[src/rtl/aes_io_pkg.sv]
// Shared widths, counter size and FSM state encoding for the AES byte-stream I/O block.
package aes_io_pkg;
  localparam int unsigned BLOCK_BYTES = 16;
  localparam int unsigned BYTE_W      = 8;
  localparam int unsigned BLOCK_W     = BLOCK_BYTES * BYTE_W;
  localparam int unsigned CNT_W       = 4;

  typedef enum logic [1:0] {
    LOAD    = 2'd0,
    SETTLE  = 2'd1,
    CAPTURE = 2'd2,
    UNLOAD  = 2'd3
  } state_e;
endpackage

[src/rtl/aes_byte_shifter.sv]
// 128-bit register that can be parallel-loaded or shifted left one byte with a new low byte.
module aes_byte_shifter
  import aes_io_pkg::*;
(
  input  logic               clk,
  input  logic               rst_n,
  input  logic               en,
  input  logic               load,
  input  logic [BLOCK_W-1:0] load_val,
  input  logic               shift,
  input  logic [BYTE_W-1:0]  byte_in,
  output logic [BLOCK_W-1:0] q
);
  logic [BLOCK_W-1:0] reg_q, reg_d;

  always_comb begin
    reg_d = reg_q;
    if (load) begin
      reg_d = load_val;
    end else if (shift) begin
      reg_d = {reg_q[BLOCK_W-BYTE_W-1:0], byte_in};
    end
  end

  always_ff @(posedge clk or negedge rst_n) begin
    if (!rst_n) begin
      reg_q <= '0;
    end else if (en) begin
      reg_q <= reg_d;
    end
  end

  assign q = reg_q;
endmodule

[src/rtl/aes_byte_stream_io.sv]
// Byte-serial key/plaintext loader and ciphertext streamer around a combinational AES-128 core.
// Optional macro AES_DECRYPT_CHECK_EN adds a decrypt-path comparator with sticky check_err.
module aes_byte_stream_io
  import aes_io_pkg::*;
#(
  parameter int unsigned SETTLE_CYCLES = 2
) (
  input  logic               clk,
  input  logic               rst_n,
  input  logic               ena,
  input  logic [BYTE_W-1:0]  in_byte,
  input  logic               in_valid,
  input  logic               in_is_key,
  output logic               in_ready,
  output logic [BYTE_W-1:0]  out_byte,
  output logic               out_valid,
  input  logic               out_ready,
  output logic               key_loaded,
  output logic               busy,
  output logic [BLOCK_W-1:0] core_key_o,
  output logic [BLOCK_W-1:0] core_data_o,
  input  logic [BLOCK_W-1:0] core_result_i
`ifdef AES_DECRYPT_CHECK_EN
  ,
  input  logic [BLOCK_W-1:0] core_check_i,
  output logic               check_err
`endif
);
  state_e           state_q, state_d;
  logic [CNT_W-1:0] key_cnt_q, key_cnt_d;
  logic [CNT_W-1:0] data_cnt_q, data_cnt_d;
  logic [CNT_W-1:0] out_cnt_q, out_cnt_d;
  logic [CNT_W-1:0] settle_cnt_q, settle_cnt_d;
  logic             key_loaded_q, key_loaded_d;
  logic             out_valid_q, out_valid_d;
  logic             busy_q, busy_d;
  logic             key_shift, data_shift, res_load, res_shift;
  logic             in_hs, out_hs;
  logic [BLOCK_W-1:0] result_q;
  logic             unused_result;

  assign in_ready  = (state_q == LOAD) && ena &&
                     (in_is_key ? (data_cnt_q == '0) : key_loaded_q);
  assign out_valid = out_valid_q && ena;
  assign in_hs     = in_valid && in_ready;
  assign out_hs    = out_valid && out_ready;

  // Next-state, counters and shifter controls
  always_comb begin
    state_d      = state_q;
    key_cnt_d    = key_cnt_q;
    data_cnt_d   = data_cnt_q;
    out_cnt_d    = out_cnt_q;
    settle_cnt_d = settle_cnt_q;
    key_loaded_d = key_loaded_q;
    out_valid_d  = 1'b0;
    key_shift    = 1'b0;
    data_shift   = 1'b0;
    res_load     = 1'b0;
    res_shift    = 1'b0;
    unique case (state_q)
      LOAD: begin
        if (in_hs && in_is_key) begin
          key_shift = 1'b1;
          key_cnt_d = key_cnt_q + CNT_W'(1);
          if (key_cnt_q == '0)             key_loaded_d = 1'b0;
          if (key_cnt_q == CNT_W'(15))     key_loaded_d = 1'b1;
        end else if (in_hs) begin
          data_shift = 1'b1;
          data_cnt_d = data_cnt_q + CNT_W'(1);
          if (data_cnt_q == CNT_W'(15)) begin
            state_d      = SETTLE;
            settle_cnt_d = '0;
          end
        end
      end
      SETTLE: begin
        if (settle_cnt_q == CNT_W'(SETTLE_CYCLES - 1)) begin
          state_d      = CAPTURE;
          settle_cnt_d = '0;
        end else begin
          settle_cnt_d = settle_cnt_q + CNT_W'(1);
        end
      end
      CAPTURE: begin
        res_load   = 1'b1;
        data_cnt_d = '0;
        out_cnt_d  = '0;
        state_d    = UNLOAD;
      end
      UNLOAD: begin
        out_valid_d = 1'b1;
        if (out_hs) begin
          res_shift = 1'b1;
          out_cnt_d = out_cnt_q + CNT_W'(1);
          if (out_cnt_q == CNT_W'(15)) begin
            out_valid_d = 1'b0;
            state_d     = LOAD;
          end
        end
      end
      default: state_d = LOAD;
    endcase
    busy_d = (state_d != LOAD);
  end

  always_ff @(posedge clk or negedge rst_n) begin
    if (!rst_n) begin
      state_q      <= LOAD;
      key_cnt_q    <= '0;
      data_cnt_q   <= '0;
      out_cnt_q    <= '0;
      settle_cnt_q <= '0;
      key_loaded_q <= 1'b0;
      out_valid_q  <= 1'b0;
      busy_q       <= 1'b0;
    end else if (ena) begin
      state_q      <= state_d;
      key_cnt_q    <= key_cnt_d;
      data_cnt_q   <= data_cnt_d;
      out_cnt_q    <= out_cnt_d;
      settle_cnt_q <= settle_cnt_d;
      key_loaded_q <= key_loaded_d;
      out_valid_q  <= out_valid_d;
      busy_q       <= busy_d;
    end
  end

  aes_byte_shifter u_key (
    .clk(clk), .rst_n(rst_n), .en(ena), .load(1'b0), .load_val('0),
    .shift(key_shift), .byte_in(in_byte), .q(core_key_o)
  );

  aes_byte_shifter u_data (
    .clk(clk), .rst_n(rst_n), .en(ena), .load(1'b0), .load_val('0),
    .shift(data_shift), .byte_in(in_byte), .q(core_data_o)
  );

  aes_byte_shifter u_result (
    .clk(clk), .rst_n(rst_n), .en(ena), .load(res_load), .load_val(core_result_i),
    .shift(res_shift), .byte_in('0), .q(result_q)
  );

  // Only the top byte of the result leaves the block; the rest just feeds the shift.
  assign unused_result = ^result_q[BLOCK_W-BYTE_W-1:0];
  assign out_byte      = result_q[BLOCK_W-1 -: BYTE_W];
  assign key_loaded    = key_loaded_q;
  assign busy          = busy_q;

`ifdef AES_DECRYPT_CHECK_EN
  logic chk_pend_q, chk_pend_d;
  logic check_err_q, check_err_d;

  // Compare decrypt output with the held plaintext on the first UNLOAD cycle
  always_comb begin
    chk_pend_d  = (state_q == CAPTURE);
    check_err_d = check_err_q;
    if (chk_pend_q && (core_check_i != core_data_o)) check_err_d = 1'b1;
  end

  always_ff @(posedge clk or negedge rst_n) begin
    if (!rst_n) begin
      chk_pend_q  <= 1'b0;
      check_err_q <= 1'b0;
    end else if (ena) begin
      chk_pend_q  <= chk_pend_d;
      check_err_q <= check_err_d;
    end
  end

  assign check_err = check_err_q;
`endif
endmodule
[config.mk]
export PLATFORM = sky130hd
export DESIGN_NAME = aes_byte_stream_io
export DESIGN_NICKNAME = d
export VERILOG_FILES = /design/src/rtl/aes_io_pkg.sv /design/src/rtl/aes_byte_shifter.sv /design/src/rtl/aes_byte_stream_io.sv
export SDC_FILE = /design/constraint.sdc
export NUM_CORES = 1
export LEC_CHECK = 0
export CELL_PAD_IN_SITES_DETAIL_PLACEMENT = 0
export CELL_PAD_IN_SITES_GLOBAL_PLACEMENT = 1
export CORE_MARGIN = 5
export CORE_UTILIZATION = 41
export DETAILED_ROUTE_END_ITERATION = 10
export PLACE_DENSITY_LB_ADDON = 0.1
export SYNTH_ARGS = -nofsm -noshare
export SYNTH_HDL_FRONTEND = slang
export SYNTH_SLANG_ARGS = --single-unit
[constraint.sdc]
create_clock -name clk -period 2.51 [get_ports clk]
set_input_delay 0.753 -clock clk [delete_from_list [all_inputs] [get_ports clk]]
set_output_delay 0.753 -clock clk [all_outputs]
set_load 0.01 [all_outputs]
==> impl_metrics.py <==
metrics = {
    "status": {
        "status": "finished clean",
    },
    "die": {
        "initial_core_util_pct": 41.4,
        "design.core.area_mm2": 0.0419,
        "ios": 410,
        "dieArea_mm2": 0.0466,
        "die_x_um": 216,
        "rows": 75,
        "die_y_um": 216,
    },
    "route": {
        "dr_total_vias": 10319,
        "ant_nets": 0,
        "wl_um": 43400,
        "drc": 0,
        "first_pass_iters": 4,
        "wire_per_inst_um": 20.5,
        "routed_via_density": 4.87,
        "drt_iter0_markers": 401,
    },
    "flow_run": {
        "maxCapViolCount": 0,
    },
    "placed_design": {
        "dpl.hpwl_um": 31500,
        "port_buffers": 409,
        "numPlacedInstances": 2032,
        "gp_congestion": 0.764,
    },
    "timing": {
        "min_period_over_period_pct": 97.0,
        "rsz0062_at_grt": "true",
        "hold_slack_ps": 103,
        "finalHoldViolCount": 0,
        "slew-limit-headroom_pct": 68.1,
        "finClkSkew_ps": 26.7,
        "period_needed_ps": 2430,
        "setup_viol": 0,
        "fmax_mhz": 411,
        "drv_slew": 0,
        "worst_pin_slew_ps": 479,
    },
    "synthesis": {
        "syn_inst": 1096,
        "synth-compound-area-share_pct": 1.57,
        "synth_flop_cell": "dfrtp_1",
        "synthesis.area_mm2": 0.0174,
        "synth-simple-area-share_pct": 1.95,
        "synth_cell_types": 49,
        "ys_seq_elements": 405,
        "synth_fp_nets": 1245,
        "synth_top_family_by_area": "multiplexers",
        "yosysSeqAreaShare_pct": 58.3,
        "synth_edf_count": 0,
        "synth.area.mux_share_pct": 34.1,
        "yosys_warnings": 0,
        "synth_xor_xnor_area_share_pct": 0.151,
        "synthArstFlopShare_pct": 100,
        "synthAdderAreaFrac_pct": 0.504,
        "synth_area_per_cell_um2": 15.9,
    },
    "critical_path": {
        "slowest_stage": "dfrtp_1",
        "r2r_start": "state_q[1]",
        "worstPathCellList": "inv_1 > ha_1 > and4bb_4 > o21a_1 > buf_2",
        "crit_start": "data_cnt_q[0]",
        "crit_cells": 5,
        "cp-start-kind": "flip-flop",
        "endpoint_kind": "primary output",
        "cp_num_buf_inv": 2,
        "ff2ff_path_depth": 6,
        "cp.arrival_ps": 1680,
        "worstPathRequired_ps": 1760,
        "worstPathMaxFanout": 2,
        "critPathMaxStageDelay_ps": 350,
        "cpLargestDelayFamily": "flip-flops",
        "critical_path_class": "flip-flop to primary output",
    },
    "final_layout": {
        "post-route-util_pct": 57.1,
        "stdcell_count": 2119,
        "drive_gt1_share_pct": 31.3,
        "multiInputGateArea_mm2": 0.00667,
        "fin_nets": 1692,
        "register_area_mm2": 0.0101,
        "nFillCells": 3441,
        "syn2layout_area_growth_pct": 37.8,
    },
    "global_routing": {
        "grt_start_max_net_pins": 70,
        "grt_pass1_wl_um": 68600,
        "overflow": 0,
        "antenna_found_initial": 1,
        "grt_usage_pct": 18.5,
        "grt_pass1_vias": 11595,
    },
    "power_and_ir_drop": {
        "total_power_mw": 19.7,
        "p_leak_nw": 11.3,
        "pwr_density_cell_mw_per_mm2": 821,
        "ir_drop_mv": 0.692,
    },
    "cts": {
        "cts_tree": "built",
        "clk_latency_ps": 580,
        "clk_pin_slew_ps": 60,
        "postCtsHoldBufs": 0,
        "ctsHtreeMaxLevel": 2,
        "numCtsBuffers": 46,
        "clock_path_buffers": 3,
        "root_buffer": "clkbuf_16",
        "cts_sinks": 405,
    },
    "min_path": {
        "hp-class": "input pin to async pin",
    },
}
[stage by stage]
| step | setup WS [ps] | TNS [ps] | instance area [um^2] |
|---|---|---|---|
| detailed placement | -610 | -93790 | 22400 |
| finish | 75.7 | 0 | 23900 |
| global placement | -635 | -99700 | 22400 |
| CTS | 7.17 | 0 | 23900 |
| floorplan | 298 | 0 | 17400 |
| global route | -19.0 | -19.0 | 23900 |
[cells in the final DEF, fill, tap and decap left out, types with 3 or more instances in the layout]
master	netlist	layout
dfrtp_1	405	405
o21ai_0	13	13
nor2_1	3	3
buf_12	0	25
clkdlybuf4s50_1	0	404
buf_4	18	35
nand2_1	4	4
xnor2_1	3	3
nor2b_1	4	3
mux2_2	269	269
clkbuf_1	7	9
nand4_1	14	14
a21oi_1	8	7
clkbuf_8	0	14
nand3_1	6	6
mux2_4	80	80
mux2_1	150	150
and3_1	4	3
ha_1	7	7
clkbuf_16	0	47
clkinv_2	0	8
inv_1	19	19
and2_1	5	4
[power breakdown]
part,switching (mW),total (mW),internal (mW)
logic,1.93,4.84,2.92
registers,0.689,8.17,7.48
clock network,2.69,6.65,3.96
[worst paths after layout]
check | to | slack, ps
worst max-delay path | in_ready | 80
worst min-delay path | u_result.q[24] | 100
worst max register to register | u_result.q[98] | 300
worst min register to register | u_data.q[124] | 490
max in group asynchronous | u_data.q[45] | 1640
min in group clk | u_data.q[124] | 490
[per-layer routing]
layer / share of wire, % / up-vias / track usage (%) / wire length, um
met5: 0 / - / 0 / 0
li1: - / 4834 / - / -
met1: 42 / 5182 / 23.7 / 18400
met4: 1.9 / 0 / 4.97 / 819
met2: 47 / 244 / 29.7 / 20600
met3: 8.4 / 59 / 7.05 / 3660
[sequential cells by signal, summed over array words and instances, names as in the netlist]
signal	cells
busy	1
settle_cnt_q	4
u_result.q	128
u_data.q	128
data_cnt_q	4
key_loaded	1
out_cnt_q	4
state_q	2
key_cnt_q	4
out_valid_q	1
u_key.q	128
[cells in the mapped netlist (all sizes together) (2+ instances only)]
cell / instances / area share, %
mux2: 499 / 34
dfrtp: 405 / 58
buf: 63 / 2.9
inv: 19 / 0.41
nand4: 14 / 0.50
o21ai: 13 / 0.37
a21oi: 8 / 0.23
clkbuf: 7 / 0.15
ha: 7 / 0.50
nand3: 6 / 0.17
and2: 5 / 0.18
and3: 4 / 0.14
nand2: 4 / 0.086
nor2b: 4 / 0.14
nor2: 3 / 0.065
nor3b: 3 / 0.19
xnor2: 3 / 0.15
a21o: 2 / 0.086
and3b: 2 / 0.10
o211ai: 2 / 0.086
or3: 2 / 0.072
[cell families after synthesis]
| group | count (synthesis) |
|---|---|
| AO/OA/AOI/OAI | 41 |
| buffers and inverters | 89 |
| flip-flops | 405 |
| XOR/XNOR | 3 |
| AND/OR/NAND/NOR | 52 |
| adder cells (fa/ha/maj) | 7 |
| multiplexers | 499 |
[worst reg2reg max path: cells and delay by family (launching register included)]
family        cells  cell delay [ps]
buf+inv           3              850
flops             1              390
mux               2              640
simple gates      1              230
[what timing repair did]
| action | in CTS | in global routing |
|---|---|---|
| hold endpoints to repair | 0 | 0 |
| endpoints found under the setup margin | 2 | 2 |
| pin swaps | 0 | 0 |
| gates resized for setup | 8 | 1 |
| buffers inserted | 2 | 0 |
[layout make-up]
cell class,instances,share of cell area (%)
diodes,1,0.0105
clock buffers,70,5.86
clock inverters,14,0.528
inverters,19,0.298
multi-input cells,602,27.9
flip-flops and latches,405,42.3
well taps,539,2.82
repair buffers,469,20.3
(Power assumes the default switching activity.)
